$ cat src/rtl/labs_pkg.sv
// Shared types and helpers for the LABS sidelobe-energy evaluator.
package labs_pkg;

    typedef enum logic [1:0] {
        IDLE,
        CALC,
        DONE
    } state_t;

    // Width of a signed correlation term C_k for sequence length n.
    function automatic int corr_width(input int n);
        return $clog2(n) + 1;
    endfunction

    // Unsigned add that clamps at 2^w-1 instead of wrapping.
    function automatic logic [63:0] sat_add(input logic [63:0] a,
                                            input logic [63:0] b,
                                            input int unsigned w);
        logic [64:0] sum;
        logic [63:0] max_val;
        sum     = {1'b0, a} + {1'b0, b};
        max_val = (64'd1 << w) - 64'd1;
        return (sum > {1'b0, max_val}) ? max_val : sum[63:0];
    endfunction

endpackage

$ cat src/rtl/labs_corr_term.sv
// Combinational C_k^2 for one lag k: mask, XOR, popcount, square.
// Latency 0; no handshake, purely combinational.
module labs_corr_term
    import labs_pkg::*;
#(
    parameter int  SEQ_WIDTH = 16,
    localparam int CW        = corr_width(SEQ_WIDTH),
    localparam int KW        = $clog2(SEQ_WIDTH)
) (
    input  logic [SEQ_WIDTH-1:0] seq,
    input  logic [KW-1:0]        k,
    output logic [2*CW-1:0]      sq
);

    logic [SEQ_WIDTH-1:0] diff;
    logic [CW-1:0]        pc;
    logic [CW-1:0]        c;
    logic [CW-1:0]        mag;

    // Each differing pair contributes -1 instead of +1, hence C_k = (N-k) - 2*pc.
    always_comb begin
        diff = (seq ^ (seq >> k)) & ({SEQ_WIDTH{1'b1}} >> k);
        pc   = '0;
        for (int i = 0; i < SEQ_WIDTH; i++) begin
            pc = pc + CW'(diff[i]);
        end
        c   = CW'(SEQ_WIDTH) - CW'(k) - (pc << 1);
        mag = c[CW-1] ? CW'(-c) : c;
        sq  = (2*CW)'(mag) * (2*CW)'(mag);
    end

endmodule

$ cat src/rtl/labs_energy_eval.sv
// Sequential LABS energy evaluator: one lag per cycle, latency N, II >= N+1.
// Backpressure: result held in DONE until out_ready; in_ready low while busy.
// Optional LABS_EARLY_ABORT_EN adds e_bound and drops candidates exceeding it.
module labs_energy_eval
    import labs_pkg::*;
#(
    parameter int SEQ_WIDTH = 16,
    parameter int E_WIDTH   = 16
) (
    input  logic                 wb_clk_i,
    input  logic                 wb_rst_i,
    input  logic                 in_valid,
    output logic                 in_ready,
    input  logic [SEQ_WIDTH-1:0] in_seq,
    output logic                 out_valid,
    input  logic                 out_ready,
    output logic [SEQ_WIDTH-1:0] out_seq,
    output logic [E_WIDTH-1:0]   out_energy,
    output logic                 busy
`ifdef LABS_EARLY_ABORT_EN
    ,
    input  logic [E_WIDTH-1:0]   e_bound
`endif
);

    localparam int CORR_WIDTH = corr_width(SEQ_WIDTH);
    localparam int KW         = $clog2(SEQ_WIDTH);
    localparam int SQ_W       = 2 * CORR_WIDTH;

    state_t               state;
    logic [KW-1:0]        k;
    logic [E_WIDTH-1:0]   acc;
    logic [SEQ_WIDTH-1:0] seq_r;
    logic [SQ_W-1:0]      sq;
    logic [E_WIDTH-1:0]   acc_next;

    labs_corr_term #(.SEQ_WIDTH(SEQ_WIDTH)) u_term (
        .seq (seq_r),
        .k   (k),
        .sq  (sq)
    );

    assign acc_next = E_WIDTH'(sat_add(64'(acc), 64'(sq), E_WIDTH));
    assign in_ready = (state == IDLE) && !wb_rst_i;
    assign busy     = (state != IDLE);

`ifdef LABS_EARLY_ABORT_EN
    localparam int SW = ((E_WIDTH > SQ_W) ? E_WIDTH : SQ_W) + 1;
    logic [SW-1:0] sum_wide;
    logic          over_bound;
    assign sum_wide   = SW'(acc) + SW'(sq);
    assign over_bound = sum_wide > SW'(e_bound);
`else
    logic over_bound;
    assign over_bound = 1'b0;
`endif

    always_ff @(posedge wb_clk_i) begin
        if (wb_rst_i) begin
            state      <= IDLE;
            k          <= KW'(1);
            acc        <= '0;
            seq_r      <= '0;
            out_valid  <= 1'b0;
            out_seq    <= '0;
            out_energy <= '0;
        end else begin
            case (state)
                IDLE: begin
                    if (in_valid) begin
                        seq_r <= in_seq;
                        k     <= KW'(1);
                        acc   <= '0;
                        state <= CALC;
                    end
                end
                CALC: begin
                    acc <= acc_next;
                    if (over_bound) begin
                        state <= IDLE;
                    end else if (k == KW'(SEQ_WIDTH - 1)) begin
                        state      <= DONE;
                        out_valid  <= 1'b1;
                        out_seq    <= seq_r;
                        out_energy <= acc_next;
                    end else begin
                        k <= k + KW'(1);
                    end
                end
                DONE: begin
                    if (out_ready) begin
                        out_valid <= 1'b0;
                        state     <= IDLE;
                    end
                end
                default: state <= IDLE;
            endcase
        end
    end

endmodule

$ cat config.mk
export PLATFORM = sky130hd
export DESIGN_NAME = labs_energy_eval
export DESIGN_NICKNAME = d
export VERILOG_FILES = /design/src/rtl/labs_pkg.sv /design/src/rtl/labs_corr_term.sv /design/src/rtl/labs_energy_eval.sv
export SDC_FILE = /design/constraint.sdc
export NUM_CORES = 1
export LEC_CHECK = 0
export CAP_MARGIN = 20
export CELL_PAD_IN_SITES_DETAIL_PLACEMENT = 0
export CELL_PAD_IN_SITES_GLOBAL_PLACEMENT = 2
export CORE_MARGIN = 2
export CORE_UTILIZATION = 34
export DETAILED_ROUTE_END_ITERATION = 10
export PLACE_DENSITY = 0.89
export SETUP_SLACK_MARGIN = 0.05
export SYNTH_ARGS = -nofsm -noshare
export SYNTH_HDL_FRONTEND = slang
export SYNTH_HIERARCHICAL = 1
export SYNTH_SLANG_ARGS = --single-unit
$ cat constraint.sdc
create_clock -name wb_clk_i -period 11.6 [get_ports wb_clk_i]
set_input_delay 3.48 -clock wb_clk_i [delete_from_list [all_inputs] [get_ports wb_clk_i]]
set_output_delay 3.48 -clock wb_clk_i [all_outputs]
set_load 0.01 [all_outputs]
; Word level (Yosys, flattened, before mapping)
; Index checks and enable logic that the tools add are counted.
[totals]
wordCells = 66
out_inout_bits = 35
reg_bits = 71
input_bits = 20
[op_classes]
n_eq_ne = 7
addsub = 20
shifts = 2
n_mul = 1
n_bitwise = 2
order_cmp = 1
reduce_logical = 12
n_mux = 14
[op_table]
columns = cell, n
row1 = 4-bit by 1-bit adder with 4-bit output, 14
row2 = 16-bit two-way mux, 2
row3 = 16-bit one-hot mux with 2 select lines, 1
row4 = 16-bit by 10-bit adder with 17-bit output, 1
row5 = 17-bit by 16-bit greater-than comparator with 1-bit output (second input constant), 1
row6 = 16-bit bitwise AND, 1
row7 = 16-bit by 4-bit >> shifter with 16-bit output, 1
row8 = 16-bit by 4-bit >> shifter with 16-bit output (first input constant), 1
row9 = 16-bit XOR, 1
row10 = 5-bit by 5-bit multiplier with 10-bit output, 1
row11 = 3-bit AND reduction, 3
row12 = 4-bit two-way mux, 2
row13 = 2-bit != test (second input constant), 4
row14 = 4-bit one-hot mux with 2 select lines, 1
row15 = 2-bit two-way mux, 3
row16 = 2-bit one-hot mux with 3 select lines, 1
row17 = 2-bit AND reduction, 3
row18 = 2-bit nonzero test, 3
row19 = 5-bit two-way mux, 1
row20 = 5-bit negation, 1
row21 = 5-bit by 4-bit subtractor with 5-bit output (first input constant), 1
row22 = 5-bit subtractor, 1
row23 = 4-bit by 1-bit adder with 4-bit output (second input constant), 1
row24 = 4-bit equality test (second input constant), 1
row25 = other kinds (8), 9

; Longest topological paths before layout
[depth]
word_depth = 26
mapped_depth = 48
mapped_depth_nobuf = 46

; Hierarchy
; Netlist, hierarchy kept.
[by_module_without_submodules]
columns = module, seq_area_each_um2, area_per_inst_um2, n_inst, cells_per_inst
row1 = labs_energy_eval, 1421.4, 3255.6, 1, 400
row2 = labs_corr_term, 0.0, 1945.6, 1, 262

; Worst setup path before layout
; Ideal clock, no wire load.
[synth_path]
path_kind = reg2reg
start = register k[1]
end = register out_energy[1]
t_required_ns = 11.530
n_path_buf = 5
stages_incl_launch_ff = 48
synth_period_minus_slack_ns = 10.614
setup_slack_ns = 0.986
arrival_time_ns = 10.544
setup_time_ns = 0.070
path_cell_list = dfxtp_1 -> buf_2 -> buf_1 -> buf_2 -> mux2i_1 -> a211oi_1 -> a211oi_1 -> a21oi_1 -> xor2_1 -> fa_1 -> inv_1 -> fa_1 -> fa_1 -> fa_1 -> inv_1 -> ha_1 -> inv_1 -> fa_1 -> (+12 left out) -> inv_1 -> ha_1 -> a21o_1 -> ha_1 -> nor2_1 -> nor2_1 -> nor2_1 -> a21oi_2 -> or4_1 -> nand3_1 -> ha_1 -> clkbuf_1 -> nand2_1 -> a211oi_4 -> o2111a_2 -> nor2_1 -> buf_6 -> a21oi_1
[synth_between]
elab_chain_cells = 25
word_cells_on_any_way = 29
cone_classes = add/sub: 19 / mul: 1 / order compare: 1 / eq/ne: 1 / shift: 2 / mux: 2 / bitwise: 2 / reduce/logical: 1
[synth_lines]
columns = item, line_no
row1 = "start, declared", labs_energy_eval.sv:31  ; logic [KW-1:0] k;
row2 = "start signal, assigned", labs_energy_eval.sv:87  ; k <= k + KW'(1);
row3 = 16-bit by 4-bit >> shifter with 16-bit output, labs_corr_term.sv:22  ; diff = (seq ^ (seq >> k)) & ({SEQ_WIDTH{1'b1}} >> k);
row4 = 16-bit XOR, labs_corr_term.sv:22
row5 = 16-bit bitwise AND, labs_corr_term.sv:22
row6 = 1-bit by 1-bit adder with 2-bit output, labs_corr_term.sv:25  ; pc = pc + CW'(diff[i]);
row7 = 4-bit by 1-bit adder with 4-bit output (14 in a row), labs_corr_term.sv:25
row8 = 5-bit subtractor *, labs_corr_term.sv:27  ; c = CW'(SEQ_WIDTH) - CW'(k) - (pc << 1);
row9 = 5-bit negation, labs_corr_term.sv:28  ; mag = c[CW-1] ? CW'(-c) : c;
row10 = 5-bit two-way mux *, labs_corr_term.sv:28
row11 = 5-bit by 5-bit multiplier with 10-bit output *, labs_corr_term.sv:29  ; sq = (2*CW)'(mag) * (2*CW)'(mag);
row12 = net sq[9], labs_energy_eval.sv:34  ; logic [SQ_W-1:0] sq;
row13 = 16-bit by 10-bit adder with 17-bit output *, labs_pkg.sv:21  ; sum = {1'b0, a} + {1'b0, b};
row14 = 17-bit by 16-bit greater-than comparator with 1-bit output *, labs_pkg.sv:23  ; return (sum > {1'b0, max_val}) ? max_val : sum[63:0];
row15 = 16-bit two-way mux *, labs_pkg.sv:23
row16 = "end signal, assigned", labs_energy_eval.sv:85  ; out_energy <= acc_next;
row17 = "end, declared", labs_energy_eval.sv:18  ; output logic [E_WIDTH-1:0] out_energy,
; Mark *: on every way through the listed nets, which the timed path passes. The rest lies on a longest branch.
; A chain may end at the register's enable or synchronous reset.

; Final worst setup path
[layout_path]
start = register seq_r[15]
end = register out_energy[12]
[layout_between]
elab_chain_cells = 25
[layout_lines]
columns = item, line_no
row1 = "start, declared", labs_energy_eval.sv:33  ; logic [SEQ_WIDTH-1:0] seq_r;
row2 = "start signal, assigned", labs_energy_eval.sv:71  ; seq_r <= in_seq;
row3 = 16-bit by 4-bit >> shifter with 16-bit output, labs_corr_term.sv:22
row4 = 16-bit XOR *, labs_corr_term.sv:22
row5 = 16-bit bitwise AND *, labs_corr_term.sv:22
row6 = 1-bit by 1-bit adder with 2-bit output, labs_corr_term.sv:25
row7 = 4-bit by 1-bit adder with 4-bit output (13 in a row), labs_corr_term.sv:25
row8 = 4-bit by 1-bit adder with 4-bit output *, labs_corr_term.sv:25
row9 = 5-bit subtractor *, labs_corr_term.sv:27
row10 = 5-bit negation, labs_corr_term.sv:28
row11 = 5-bit two-way mux *, labs_corr_term.sv:28
row12 = 5-bit by 5-bit multiplier with 10-bit output *, labs_corr_term.sv:29
row13 = net sq[9], labs_energy_eval.sv:34
row14 = 16-bit by 10-bit adder with 17-bit output *, labs_pkg.sv:21
row15 = 17-bit by 16-bit greater-than comparator with 1-bit output, labs_pkg.sv:23
row16 = 16-bit two-way mux *, labs_pkg.sv:23
; Marks and branches as above.

==> qor.csv <==
stage,metric,value,unit
outcome,outcome,finished clean,
placement,port buffer count,54,
cells_and_area,Finished Layout Cells,894,
floorplanning,die width,127.7,um
detailed_routing,Post-route DRC,0,
floorplanning,Rows,45,
yosys,Syn. warnings,6,
placement,GPL Wtd Cong,0.9337,
detailed_routing,top layer in use,met4,
yosys,top-count cell post-synth,nand2_1,
floorplanning,Die ar.,16300,um2
timing,hold slack,0.4585,ns
worst_setup_path,Crit path arrival time,11.00,ns
yosys,Syn Std Cell Area,5201,um2
worst_setup_path,worst path buffer plus inverter count,5,
cells_and_area,Final nets,768,
detailed_routing,DR vias,4759,
clock_tree,CTS Buffer Depth,2,
worst_setup_path,Worst R2R End,out_energy[12],
detailed_routing,"antenna viol nets, final",0,
global_routing,largest net degree at the start of global routing,56,
timing,fmax,92.94,MHz
placement,Placed Instances,876,
yosys,synthesized flop and latch total,71,
detailed_routing,Via density,5.323,
worst_setup_path,Setup crit end kind,register,
detailed_routing,met2 wire len,6473,um
clock_tree,root buffer cell,clkbuf_16,
timing,Slew @ Worst Pin,0.9075,ns
clock_tree,H-tree Lvls,3,
clock_tree,clock sink total,71,
floorplanning,Initial Util,34.47,%
min_path,HP Class,register to register,
worst_setup_path,CP max stage delay,0.56,ns
timing,Final Cycle Share,92.75,%
worst_setup_path,CP required,11.84,ns
detailed_routing,DRT iter0 DRCs,285,
global_routing,first-pass GRT wire length,23140,um
timing,Final Hold Fails,0,
yosys,top cell type's share of synthesized area,27.33,%
detailed_routing,DR WL met3,594,um
yosys,largest area contributor in the netlist,dfxtp_1,
timing,Layout Skew,0.01097,ns
timing,Worst slew margin,39.50,%
timing,Slew Limit Fails,0,
yosys,Syn Inst Count,662,
yosys,number of flops mapped to enable cells by yosys,0,
worst_setup_path,reg2reg start,seq_r[15],
yosys,register area share after synthesis,27.33,%
timing,RSZ-0062 raised after global routing,no,
worst_setup_path,"reg-to-reg slack, setup",0.84,ns
worst_setup_path,Crit path top cell by count,fa_1,
global_routing,vias in the first global route,4573,
yosys,asr flop ratio synth,0,%
job,max_cap viols,0,
global_routing,Total Routing Usage GR,17.72,%
min_path,Hold Path Depth,2,
yosys,synth cell count leaders,"104 x nand2_1, 82 x a21oi_1, 71 x dfxtp_1, 44 x nor2_1, 41 x o21ai_0",
cells_and_area,share of layout cells above drive strength 1,7.224,%
floorplanning,DIE HEIGHT,127.7,um
min_path,Hold Startpoint,out_seq[9],
clock_tree,Inserted Clock Buffers,9,
floorplanning,Std-Cell Core Area,15090,um2
yosys,synth unique cells,59,
yosys,Area contributors post-synth,"dfxtp_1 27%, ha_1 7.9%, a21oi_1 7.9%, nand2_1 7.5%, fa_1 5.4%",
cells_and_area,area occupied by multi-input gates,3492,um2
cells_and_area,Reg area,1426,um2
detailed_routing,drt wl/cell,15.91,um
cells_and_area,synth-to-layout area growth,20.30,%
detailed_routing,First-pass DRT Iterations,5,
cells_and_area,final core occ,41.47,%
worst_setup_path,critical path launch point type,register,
worst_setup_path,critical path class,register to register,
global_routing,total grt overflow,0,
worst_setup_path,slowest library cell on the worst path,a2111oi_0,
cells_and_area,n_diodes,0,
timing,Fin Setup TNS,0,ns
yosys,ys flop type,dfxtp_1,
placement,Final HPWL DP,10480,um
global_routing,initial antenna violation count,0,
worst_setup_path,worst r2r path cells,41,
clock_tree,Clock transition at path regs,0.06,ns
cells_and_area,# fillers,1524,
yosys,Synth Area per Inst,7.857,um2
clock_tree,worst skew pair latency,0.34,ns
floorplanning,io pins,55,
timing,post-layout minimum cycle time,10.76,ns
min_path,hold endpoint,out_seq[9],
worst_setup_path,worst-path fanout max,7,
worst_setup_path,cell family with most CP delay,adder cells,
clock_tree,CTS tree,built,
detailed_routing,Met1 Wirelength,6901,um
timing,# setup viols final,0,
detailed_routing,DRT Wirelength,14220,um
-- kinds of logic (layout without fill, tap and decap cells) --
kind of cell / after synthesis / after routing / share of synthesized area, %
AO/OA/AOI/OAI: 192 / 192 / 22.83
XOR/XNOR: 46 / 46 / 8.323
adder cells (fa/ha/maj): 47 / 47 / 13.33
buffers and inverters: 77 / 119 / 6.014
flip-flops: 71 / 71 / 27.33
multiplexers: 22 / 22 / 4.835
other: 1 / 3 / 0.07210
AND/OR/NAND/NOR: 206 / 206 / 17.27
-- per-layer routing --
layer | up-vias | GRT usage (%)
met5 | - | 0
met4 | 0 | 6.593
met3 | 19 | 3.214
met2 | 102 | 27.05
met1 | 2238 | 24.99
li1 | 2400 | -
-- layout make-up --
class | instances | share of cell area, %
clock buffers | 11 | 3.879
clock inverters | 5 | 1.020
inverters | 37 | 2.220
multi-input cells | 516 | 55.81
flip-flops and latches | 71 | 22.80
well taps | 188 | 3.759
repair buffers | 66 | 10.52
-- stage by stage --
stage / cell area [um2] / setup slack [ns]
global placement: 5893 / 0.7898
detailed placement: 5893 / 0.5832
finish: 6257 / 0.8405
floorplan: 5209 / 0.9861
CTS: 6200 / 0.5439
global route: 6257 / 0.05129
-- worst register-to-register path, delay by kind of cell, from the launching register on --
family	cells	cell delay (ns)
buffers and inverters	5	0.26
AND/OR/NAND/NOR	9	1.32
AO/OA/AOI/OAI	11	2.70
XOR/XNOR	2	0.54
flip-flops	1	0.52
multiplexers	1	0.17
adder cells (fa/ha/maj)	13	5.19
-- repair_timing --
item                       CTS  global route
hold buffers                 0             0
setup endpoints to repair    0            32
buffers inserted             0             1
resized for setup            0             7
-- registers in the layout (all words and copies together) (netlist names) --
name	count
out_valid	1
acc	16
state	2
k	4
out_energy	16
seq_r	16
out_seq	16
-- layout by cell type, fill, tap and decap left out, types with 8 or more instances in the layout --
master and count:
a31oi_1 10, o21ai_0 40, a311oi_1 8, buf_4 10, clkbuf_16 9, nand2_1 103
nor3_1 16, xor2_1 18, inv_1 34, xnor2_1 26, a21oi_1 81, mux2i_1 15
o211ai_1 9, dfxtp_1 69, a211oi_1 10, ha_1 33, nand3_1 9, fa_1 14
nor2_1 44, clkdlybuf4s50_1 53
-- worst max path at each step --
stage | startpoint | endpoint | slack, ns | depth (start not counted)
final | seq_r[15] | out_energy[12] | 0.84 | 41
after global routing | k[0] | out_energy[15] | 0.05 | 46
after CTS | k[1] | out_energy[15] | 0.54 | 45
after detailed placement | k[1] | out_energy[1] | 0.58 | 45
after global placement | k[1] | out_energy[12] | 0.79 | 43
after floorplan | k[1] | out_energy[1] | 0.99 | 47
Power is left out: the tool's default activity adds up to more than one toggle a clock period on the data nets, which glitch-free logic cannot reach.
